**src/rtl/float16_result_queue.sv**
```systemverilog
// ---------------------------------------------------------------------------
// float16_result_queue
//
// Downstream stage of the float16 multiplier datapath. It accepts one product
// per cycle and buffers it in a DEPTH-entry FIFO. It hands entries to the
// consumer over a valid/ready handshake. It also tracks overflow status in a
// sticky flag and a saturating counter.
//
// Build option:
//   FLOAT16_RESULT_SAT_EN  when defined, an overflowed product (in_of=1) is
//                          stored as signed infinity {sign, 5'h1F, 10'h000}.
//                          When undefined, in_data is stored unchanged.
//                          The stored overflow bit always equals in_of.
//
// Parameters:
//   DEPTH   FIFO entries (power of two, >= 2)
//   CNT_W   width of the overflow event counter
//
// Ports:
//   clk        rising-edge clock
//   rst        synchronous active-high reset (wins over every other input)
//   in_valid   product presented on in_data / in_of
//   in_ready   queue can accept (!full)
//   in_data    float16 product {sign, exp[4:0], frac[9:0]}
//   in_of      overflow flag accompanying in_data
//   out_valid  head entry available (!empty)
//   out_ready  consumer takes the head entry
//   out_data   head entry data, 0 when empty
//   out_of     head entry overflow flag, 0 when empty
//   count      occupancy 0..DEPTH
//   of_sticky  set by any accepted entry with in_of=1
//   of_count   accepted overflowed entries, saturating at all-ones
//   clear      clears of_sticky / of_count (FIFO contents untouched)
// ---------------------------------------------------------------------------
module float16_result_queue #(
    parameter int DEPTH = 8,
    parameter int CNT_W = 8
) (
    input  logic                     clk,
    input  logic                     rst,
    input  logic                     in_valid,
    output logic                     in_ready,
    input  logic [15:0]              in_data,
    input  logic                     in_of,
    output logic                     out_valid,
    input  logic                     out_ready,
    output logic [15:0]              out_data,
    output logic                     out_of,
    output logic [$clog2(DEPTH):0]   count,
    output logic                     of_sticky,
    output logic [CNT_W-1:0]         of_count,
    input  logic                     clear
);

    localparam int PTR_W = $clog2(DEPTH);
    localparam int CW    = PTR_W + 1;

    typedef struct packed {
        logic [15:0] data;
        logic        of_flag;
    } entry_t;

    entry_t             mem [DEPTH];
    logic [PTR_W-1:0]   wr_ptr;
    logic [PTR_W-1:0]   rd_ptr;
    logic               push;
    logic               pop;
    logic               of_push;
    logic [15:0]        store_data;

    // Handshake qualifiers. Full blocks input even when the consumer pops in
    // the same cycle, so there is no same-cycle pass-through.
    assign in_ready  = (count != CW'(DEPTH));
    assign out_valid = (count != '0);
    assign push      = in_valid && in_ready;
    assign pop       = out_valid && out_ready;
    assign of_push   = push && in_of;

`ifdef FLOAT16_RESULT_SAT_EN
    assign store_data = in_of ? {in_data[15], 5'h1F, 10'h000} : in_data;
`else
    assign store_data = in_data;
`endif

    // NOTE: the storage array has no reset; pointers and count define which
    // entries are live, so resetting the RAM would only cost area.
    always_ff @(posedge clk) begin
        if (!rst && push) begin
            mem[wr_ptr] <= '{data: store_data, of_flag: in_of};
        end
    end

    // Pointers wrap naturally because DEPTH is a power of two; count tells
    // full apart from empty when the pointers are equal.
    // NOTE: sequential state uses non-blocking assignments so every register
    // samples pre-edge values regardless of statement order.
    always_ff @(posedge clk) begin
        if (rst) begin
            wr_ptr <= '0;
            rd_ptr <= '0;
            count  <= '0;
        end else begin
            if (push) wr_ptr <= wr_ptr + PTR_W'(1);
            if (pop)  rd_ptr <= rd_ptr + PTR_W'(1);
            case ({push, pop})
                2'b10:   count <= count + CW'(1);
                2'b01:   count <= count - CW'(1);
                default: count <= count;
            endcase
        end
    end

    // An overflowed push in the same cycle as clear survives it: the new
    // event restarts the counter at 1 rather than being wiped.
    always_ff @(posedge clk) begin
        if (rst) begin
            of_sticky <= 1'b0;
            of_count  <= '0;
        end else if (of_push) begin
            of_sticky <= 1'b1;
            if (clear) begin
                of_count <= CNT_W'(1);
            end else if (of_count != '1) begin
                of_count <= of_count + CNT_W'(1);
            end
        end else if (clear) begin
            of_sticky <= 1'b0;
            of_count  <= '0;
        end
    end

    // Head entry is read combinationally and forced to zero when empty.
    // NOTE: every output of this block gets a default first so no latch is
    // inferred on any path.
    always_comb begin
        out_data = 16'h0000;
        out_of   = 1'b0;
        if (out_valid) begin
            out_data = mem[rd_ptr].data;
            out_of   = mem[rd_ptr].of_flag;
        end
    end

endmodule

```
**config.mk**
```make
export PLATFORM = sky130hd
export DESIGN_NAME = float16_result_queue
export DESIGN_NICKNAME = d
export VERILOG_FILES = /design/src/rtl/float16_result_queue.sv
export SDC_FILE = /design/constraint.sdc
export NUM_CORES = 1
export LEC_CHECK = 0
export ABC_AREA = 1
export BUFFER_PORTS_ARGS = -buffer_cell sky130_fd_sc_hd__buf_2
export CAP_MARGIN = 20
export CORE_UTILIZATION = 50
export CTS_CLUSTER_DIAMETER = 50
export DETAILED_ROUTE_END_ITERATION = 6
export PLACE_DENSITY = 0.72
export SLEW_MARGIN = 20
export SYNTH_ARGS = -nofsm -noshare
export SYNTH_HDL_FRONTEND = slang
export SYNTH_SLANG_ARGS = --single-unit
```
**constraint.sdc**
```tcl
create_clock -name clk -period 7.35 [get_ports clk]
set_clock_uncertainty 0.2 [all_clocks]
set_input_delay 0.735 -clock clk [delete_from_list [all_inputs] [get_ports clk]]
set_output_delay 0.735 -clock clk [all_outputs]
set_load 0.05 [all_outputs]
```
==> out/metrics.cfg, run 1 <==
[grt]
antenna_found_initial = 1
wire_length_of_the_first_global_routing_pass_um = 21100
largest_net_degree_at_the_start_of_global_routing = 70
globalRoute.totalOverflow = 0
global_route.usage.total = 0.212
grt_pass1_vias = 4170

[die]
rows = 41
floorplan.core_area_um2 = 12700
design.portCount = 54
start_util = 0.517
area_of_the_die_um2 = 13600
die_width_um = 116
chipHeight_um = 116

[layout]
layout_area_growth_over_synthesis_pct = 15.2
nets = 670
most-common-layout-cells = sky130_fd_sc_hd__nor2_1, sky130_fd_sc_hd__edfxtp_1, sky130_fd_sc_hd__o21ai_0
layout.cell_area.non_filler_um2 = 7540
most_frequent_standard_cell_in_the_layout_excluding_fill_and_tap_cells = sky130_fd_sc_hd__nor2_1
drive_above_1_share = 0.171
layout.core_utilization = 0.595

[worst_setup_path]
crit_fanout = 69
critPathRequiredTime_ps = 6410
path_delay_family = buffers and inverters
critical_path_class = flop to primary output
critical_path_buf_inv_count = 3
timing.critical_path.slowest_stage_cell = sky130_fd_sc_hd__clkinv_2
largest_stage_delay_on_the_critical_path_ps = 880
category_of_the_worst_setup_path_capture_point = primary output
cp.arrival_ps = 3170
path_cells = buf_4 > clkinv_2 > o21ai_0 > o211ai_1 > nand2_1 > nor2_1 > buf_2
crit_path_start_kind = flop

[yosys]
synth-seq-cells = 158
post_synthesis_compound_gate_area_fraction = 0.107
synth_simple_gate_area_share = 0.145
synth_xor_area_frac = 0.00401
synth.area.mux_share = 0
synth.distinct_cells = 28
synth.cell_area_um2 = 6550
synthesis.yosys.warnings = 0
synth_nets = 614
postSynthAreaPerCell_um2 = 11.2
sequential_area_share_after_synthesis = 0.691
synth_cells = 586
synth_adder_area_share = 0.0115
synth_top_family_by_area = simple AND/OR/NAND/NOR gates

[routing]
total_number_of_vias = 4448
post_drt_wl_per_cell_um = 16.3
finalWirelength_um = 13500
route.detailed.drc = 0
detailedRoute.firstIterationViolations = 424
detail_route.vias_per_cell = 5.37
drtAntennaViolNets = 0
dr.pass1.iters = 5

[pwr]
peak_supply_drop_uv = 256
powerDensity_nw_per_um2 = 380
power_leakage_nw = 2.78

[clock_tree]
clock_path_buffers = 2
clk_pin_slew_worst_paths_ps = 60
cts_repair_resize_count = 0
tritoncts = yes
cts.htree.levels = 4
clkSinkCount = 158
insertion_delay_ps = 420
tritoncts.num_buffers = 17
post_cts_buffers = 0
clock-root-buffer = sky130_fd_sc_hd__clkbuf_16
holdBufCountCts = 0

[sta]
final_hold_viol_count = 0
timing.fmax_mhz = 244
rsz0062_at_grt = no
drv_slew = 0
timing.final.setup_violations = 0
max_slew.worst_pin.slew_ps = 940
timing.max_slew.rel_slack = 0.370
setup-tns-final_ps = 0
timing.final.crit_period_ps = 4100
layout_worst_path_cycle_share = 0.558

[hold_path]
holdCritPathClass = flop to flop

[job]
drv.max_cap_violation_count = 0

[run_status]
run_status = completed

[place]
place_area_um2 = 6980
gp_congestion = 0.843
number_of_i_o_port_buffers = 53
dp_hpwl_um = 7800

-- layout make-up --
type | count | area [um2]
inverter | 30 | 114
antenna | 1 | 2.50
timing repair buffer | 64 | 348
multi-input combinational | 371 | 1780
fill | 1049 | 5130
sequential | 158 | 4530
tap | 172 | 215
clock buffer | 18 | 429
clock inverter | 14 | 126
-- cell usage after synthesis (all sizes together) --
master / count / share of area
nor2: 149 / 0.086
edfxtp: 136 / 0.62
o21ai: 77 / 0.059
nand2: 63 / 0.038
inv: 30 / 0.017
dfxtp: 22 / 0.067
o211ai: 17 / 0.019
o22ai: 17 / 0.016
a21oi: 15 / 0.011
clkbuf: 14 / 0.0086
nand3: 14 / 0.013
buf: 13 / 0.015
nor3: 7 / 0.0054
ha: 6 / 0.011
xor2: 2 / 0.0027
nand3b: 1 / 0.0011
nor3b: 1 / 0.0011
o21bai: 1 / 0.0011
xnor2: 1 / 0.0013
-- per-stage QoR --
| stage | instances | total power [W] | setup slack, ps | hold WS [ps] |
|---|---|---|---|---|
| finish | 828 | 0.00286 | 3250 | 264 |
| global route | 828 | 0.00301 | 3000 | 282 |
| CTS | 827 | 0.00288 | 3530 | 266 |
| detailed placement | 795 | 0.00206 | 4000 | 257 |
| global placement | 795 | 0.00204 | 4110 | 247 |
| floorplan | 586 | 0.00185 | 4050 | 233 |
-- kinds of logic after synthesis --
family	Yosys count
AO/OA/AOI/OAI	127
AND/OR/NAND/NOR	235
adder cells (fa/ha/maj)	6
buffers and inverters	57
XOR/XNOR	3
flip-flops	158
-- sequential cells by signal (all words and copies together), names as in the netlist, named ones only --
| register | flops |
|---|---|
| count | 4 |
| mem | 136 |
| of_count | 8 |
| of_sticky | 1 |
| rd_ptr | 3 |
| wr_ptr | 3 |
-- where the power goes --
| part | switching [W] | total (W) | internal, W |
|---|---|---|---|
| Sequential | 0.0000269 | 0.00105 | 0.00102 |
| Clock | 0.000326 | 0.000818 | 0.000492 |
| Combinational | 0.000762 | 0.000996 | 0.000234 |
| Total | 0.00112 | 0.00286 | 0.00175 |
-- layer usage --
| metal | wire (um) | GRT usage | up-vias |
|---|---|---|---|
| met5 | 0 | 0 | - |
| met4 | 154 | 0.0684 | 0 |
| met3 | 821 | 0.0586 | 14 |
| met2 | 6600 | 0.355 | 144 |
| met1 | 5930 | 0.268 | 2123 |
| li1 | - | - | 2167 |
-- path summary, 6_finish.rpt --
kind / start / to / slack [ps] / depth (start not counted)
setup / recovery: flop / out_data[3] / 3250 / 7
hold / removal: of_sticky / of_sticky / 260 / 2
hold reg to reg: of_sticky / of_sticky / 260 / 2
setup reg to reg: count[0] / count[2] / 4600 / 13
-- worst reg2reg max path, delay by kind of cell (launching register included) --
kind	cells	cell delay, ps
compound gates	2	210
xor+xnor	1	140
fa+ha+maj	2	390
buf+inv	3	210
flops	1	360
simple gates	5	1130
No activity file was read; power rests on OpenSTA's default activity.
==> inputs of run 2 (changes only) <==
==> constraint.sdc (replaced) <==
create_clock -name clk -period 4 [get_ports clk]
set_clock_uncertainty 0.2 [all_clocks]
set_input_delay 0.4 -clock clk [delete_from_list [all_inputs] [get_ports clk]]
set_output_delay 0.4 -clock clk [all_outputs]
set_load 0.05 [all_outputs]
==> out/metrics.cfg, run 2 (synthesized netlist as in run 1, its figures left out) <==
[die]
rows = 41
chipHeight_um = 116
floorplan.core_area_um2 = 12700
design.portCount = 54
start_util = 0.517
die_width_um = 116
area_of_the_die_um2 = 13600

[worst_setup_path]
worstReg2RegStart = count[0]
worst-r2r-cell-count = 13
category_of_the_worst_setup_path_capture_point = primary output
register_to_register_path_setup_slack_ps = 1310
crit_fanout = 41
rr_endpoint = count[2]
critical_path_class = flop to primary output
crit_path_start_kind = flop
critPathRequiredTime_ps = 3400
cp.arrival_ps = 2440

[clock_tree]
clock-root-buffer = sky130_fd_sc_hd__clkbuf_16
clk_pin_slew_worst_paths_ps = 60
cts_repair_resize_count = 0
post_cts_buffers = 0
clock_path_buffers = 2
clkSinkCount = 158
cts.htree.levels = 4
holdBufCountCts = 0
tritoncts.num_buffers = 17
insertion_delay_ps = 420
tritoncts = yes

[layout]
ff_latch_area_um2 = 4530
multi_input_area_um2 = 1770
reg_top3 = mem: 136 flops, of_count: 8 flops, count: 4 flops
largest_reg_flops = 136
fill_cells = 1019
antennaDiodeCount = 0
drive_above_1_share = 0.174
most_frequent_standard_cell_in_the_layout_excluding_fill_and_tap_cells = sky130_fd_sc_hd__nor2_1
layout.core_utilization = 0.596
top_register = mem
most-common-layout-cells = sky130_fd_sc_hd__nor2_1, sky130_fd_sc_hd__edfxtp_1, sky130_fd_sc_hd__o21ai_0
nets = 671
layout_area_growth_over_synthesis_pct = 15.4

[pwr]
peak_supply_drop_uv = 501
design_power_total_w = 0.00527
power_leakage_nw = 2.78
powerDensity_nw_per_um2 = 698

[grt]
grt_use_met1 = 0.259
globalRoute.totalOverflow = 0
gr-usage-met3 = 0.0545
largest_net_degree_at_the_start_of_global_routing = 69
global_route.peak_usage_layer = met2
global_route.usage.total = 0.210
wire_length_of_the_first_global_routing_pass_um = 20700
globalRouteMet2Util = 0.355
antenna_found_initial = 0
grt_pass1_vias = 4221

[sta]
rsz0062_at_grt = no
timing.fmax_mhz = 329
max_slew.worst_pin.slew_ps = 677
final_hold_viol_count = 0
layout_worst_path_cycle_share = 0.760
timing.max_slew.rel_slack = 0.548
timing.final.setup_violations = 0
timing.final.crit_period_ps = 3040
drv_slew = 0
setup-tns-final_ps = 0

[hold_path]
holdCritPathClass = input pin to flop
whs_path_depth = 1
holdCritStartpoint = in_data[13]
worstHoldEndpoint = mem[6][14]

[routing]
detailedRoute.firstIterationViolations = 427
finalWirelength_um = 13100
post_drt_wl_per_cell_um = 15.8
dr.pass1.iters = 4
route.detailed.drc = 0
total_number_of_vias = 4387
detail_route.vias_per_cell = 5.30
drtAntennaViolNets = 0

[run_status]
run_status = completed

[place]
number_of_i_o_port_buffers = 53
gp_congestion = 0.832
dp_hpwl_um = 7540

[job]
drv.max_cap_violation_count = 0

==> run 2: cell count changes in the layout (fill, tap and decap cells not counted), moves of 2 or more <==
| cell | delta |
|---|---|
| sky130_fd_sc_hd__clkbuf_8 | +4 |
| sky130_fd_sc_hd__clkinv_2 | -3 |
| sky130_fd_sc_hd__clkinvlp_4 | +3 |
| sky130_fd_sc_hd__clkinv_1 | -2 |
==> run 2: how the worst max path moves through the flow <==
stage | startpoint | end | slack (ps) | cells after the start
after floorplan | count[0] | mem[0][0] | 700 | 6
after global routing | flop | out_data[0] | 750 | 7
after global placement | count[0] | count[2] | 1370 | 13
after CTS | flop | out_data[5] | 920 | 7
after detailed placement | count[0] | count[2] | 1330 | 13
final | flop | out_data[5] | 960 | 7
==> run 2: layer usage <==
metal / vias to the layer above / wire length, um
met1: 2073 / 5760
met3: 18 / 703
li1: 2169 / -
met2: 127 / 6360
met5: - / 0
met4: 0 / 226
==> run 2: final cells by class <==
class,instances,share of cell area
flip-flops and latches,158,0.599
multi-input cells,371,0.235
clock buffers,22,0.0641
repair buffers,65,0.0470
well taps,172,0.0285
inverters,30,0.0149
clock inverters,10,0.0116
==> run 2: worst max-delay path: stages, from the launching register on <==
cell and delay, ps:
sky130_fd_sc_hd__dfxtp_2 320, sky130_fd_sc_hd__inv_2 480, sky130_fd_sc_hd__buf_4 410, sky130_fd_sc_hd__o21ai_0 130, sky130_fd_sc_hd__o22ai_1 210, sky130_fd_sc_hd__nor2_1 60, sky130_fd_sc_hd__nor2_1 130, sky130_fd_sc_hd__buf_2 270
==> run 2: power by group <==
part	leakage (nW)	internal, W	switching (W)
sequential	1.41	0.00188	0.0000704
combinational	1.10	0.000431	0.00138
clock	0.270	0.000916	0.000605
total	2.78	0.00322	0.00205
==> run 2: per-stage QoR <==
step                instance area (um2)  instances  setup slack [ps]  hold WS [ps]
floorplan                          6550        586               697           233
finish                             7550        828               959          51.5
global placement                   6980        796              1370           246
global route                       7550        828               754          39.1
CTS                                7550        828               916          42.3
detailed placement                 6980        796              1330           253
==> inputs of run 3 (changes only) <==
==> constraint.sdc (replaced) <==
create_clock -name clk -period 2.9 [get_ports clk]
set_clock_uncertainty 0.2 [all_clocks]
set_input_delay 0.29 -clock clk [delete_from_list [all_inputs] [get_ports clk]]
set_output_delay 0.29 -clock clk [all_outputs]
set_load 0.05 [all_outputs]
==> out/metrics.cfg, run 3 (synthesized netlist as in run 1, its figures left out) <==
[pwr]
switching_share = 0.393
clkPwrFrac = 0.276
share_seq_of_total_power = 0.368
switching_power_w = 0.00285
internal_power_w = 0.00439
powerDensity_nw_per_um2 = 935
power_leakage_nw = 2.87
peak_supply_drop_uv = 631
power_frac_comb = 0.357

[layout]
layout_area_growth_over_synthesis_pct = 18.2
top_register = mem
multi_input_area_um2 = 1770
drive_above_1_share = 0.168
ff_latch_area_um2 = 4530
most-common-layout-cells = sky130_fd_sc_hd__nor2_1, sky130_fd_sc_hd__edfxtp_1, sky130_fd_sc_hd__o21ai_0
reg_top3 = mem: 136 flops, of_count: 8 flops, count: 4 flops
largest_reg_flops = 136
antennaDiodeCount = 0
fill_cells = 1025
nets = 693
layout.core_utilization = 0.611
most_frequent_standard_cell_in_the_layout_excluding_fill_and_tap_cells = sky130_fd_sc_hd__nor2_1

[sta]
max_slew.worst_pin.slew_ps = 566
timing.final.setup_violations = 0
timing.final.crit_period_ps = 2620
setup-tns-final_ps = 0
timing.final.ws_setup_ps = 280
layout_worst_path_cycle_share = 0.904
drv_slew = 0
rsz0062_at_grt = no
final_hold_viol_count = 0
timing.fmax_mhz = 382
timing.max_slew.rel_slack = 0.622

[clock_tree]
tritoncts = yes
insertion_delay_ps = 420
cts.htree.levels = 4
clkSinkCount = 158
post_cts_buffers = 0
clock-root-buffer = sky130_fd_sc_hd__clkbuf_16
tritoncts.num_buffers = 17
clk_pin_slew_worst_paths_ps = 60
clock_path_buffers = 2

[worst_setup_path]
path_cells = inv_2 > buf_12 > o21ai_0 > o22ai_1 > nor2_1 > nor2_1 > buf_2
crit_path_start_kind = flop
worst_path_most_repeated_cell = sky130_fd_sc_hd__nor2_1
largest_stage_delay_on_the_critical_path_ps = 330
rr_endpoint = of_count[4]
cp.arrival_ps = 2130
critPathRequiredTime_ps = 2410
worst-r2r-cell-count = 10
register_to_register_path_setup_slack_ps = 670
worstReg2RegStart = of_count[0]
crit_fanout = 44
category_of_the_worst_setup_path_capture_point = primary output
critical_path_class = flop to primary output
timing.critical_path.slowest_stage_cell = sky130_fd_sc_hd__dfxtp_2

[routing]
drtAntennaViolNets = 0
dr.pass1.iters = 4
detail_route.vias_per_cell = 5.30
total_number_of_vias = 4507
post_drt_wl_per_cell_um = 16.0
route.met2.wl_um = 6700
met3RoutedLength_um = 793
highest_layer = met4
detailedRoute.firstIterationViolations = 455
route.detailed.drc = 0
wl_met1_um = 5840
finalWirelength_um = 13600

[hold_path]
holdCritPathClass = input pin to flop
worstHoldEndpoint = of_sticky
whs_path_depth = 3
holdCritStartpoint = in_valid

[die]
rows = 41
die_width_um = 116
chipHeight_um = 116
floorplan.core_area_um2 = 12700
area_of_the_die_um2 = 13600
start_util = 0.517
design.portCount = 54

[grt]
grt_pass1_vias = 4264
largest_net_degree_at_the_start_of_global_routing = 45
antenna_found_initial = 0
globalRoute.totalOverflow = 0
global_route.usage.total = 0.216
wire_length_of_the_first_global_routing_pass_um = 21300

[run_status]
run_status = completed

[place]
gp_congestion = 0.830
dp_slack_ps = 731
number_of_i_o_port_buffers = 53
dp_hpwl_um = 7820

[job]
drv.max_cap_violation_count = 0

-- run 3: cell count changes in the layout (fill, tap and decap cells not counted) --
cell,change
sky130_fd_sc_hd__buf_12,+1
sky130_fd_sc_hd__buf_4,+2
sky130_fd_sc_hd__clkbuf_1,-1
sky130_fd_sc_hd__clkbuf_8,-4
sky130_fd_sc_hd__clkinv_1,+4
sky130_fd_sc_hd__clkinv_2,+2
sky130_fd_sc_hd__clkinvlp_4,-1
sky130_fd_sc_hd__dlygate4sd3_1,+19
-- run 3: repair_timing --
action,4_1_cts,5_1_grt
hold endpoints to repair,133,0
hold buffers,19,0
gates resized for setup,0,0
-- run 3: metrics by stage --
stage                     hold WS (ps)  cells  power, W  cell area [um2]
final                             30.1    850   0.00723             7740
after global routing              40.3    850   0.00759             7740
after CTS                         18.6    850   0.00727             7740
after detailed placement           263    799   0.00527             7020
after global placement             249    799   0.00521             7020
after floorplan                    189    586   0.00468             6550
-- run 3: area by class of cell --
cell class                 instances  share of cell area
clock buffer                      17              0.0550
clock inverter                    15              0.0136
inverter                          30              0.0146
multi-input combinational        371               0.229
sequential                       158               0.585
tap                              172              0.0278
timing repair buffer              87              0.0750
-- run 3: layer usage --
metal  global-route usage  vias to the layer above
li1                     -                     2204
met1                0.279                     2150
met2                0.354                      133
met3               0.0493                       20
met4               0.0863                        0
met5                    0                        -
-- run 3: how the worst max path moves through the flow --
stage              from            to  slack [ps]  depth (start not counted)
3_3_place_gp       flop   out_data[7]         790                          7
4_1_cts            flop  out_data[14]         280                          7
5_1_grt            flop  out_data[14]          90                          7
2_1_floorplan  count[0]     mem[0][0]        -400                          6
3_5_place_dp   count[0]      count[2]         730                         13
6_report           flop  out_data[14]         280                          7
-- run 3: power groups by stage --
| stage | sequential [W] | combinational [W] | clock, W |
|---|---|---|---|
| floorplan | 0.00280 | 0.00188 | 0 |
| global placement | 0.00270 | 0.00251 | 0 |
| global route | 0.00267 | 0.00281 | 0.00211 |
| detailed placement | 0.00271 | 0.00257 | 0 |
| CTS | 0.00266 | 0.00259 | 0.00202 |
| finish | 0.00266 | 0.00258 | 0.00199 |
-- run 3: critical path: cells and delay by family (launching register included) --
family,cells,cell delay (ps)
flip-flops,1,330
AND/OR/NAND/NOR,2,200
buffers and inverters,3,860
AO/OA/AOI/OAI,2,300
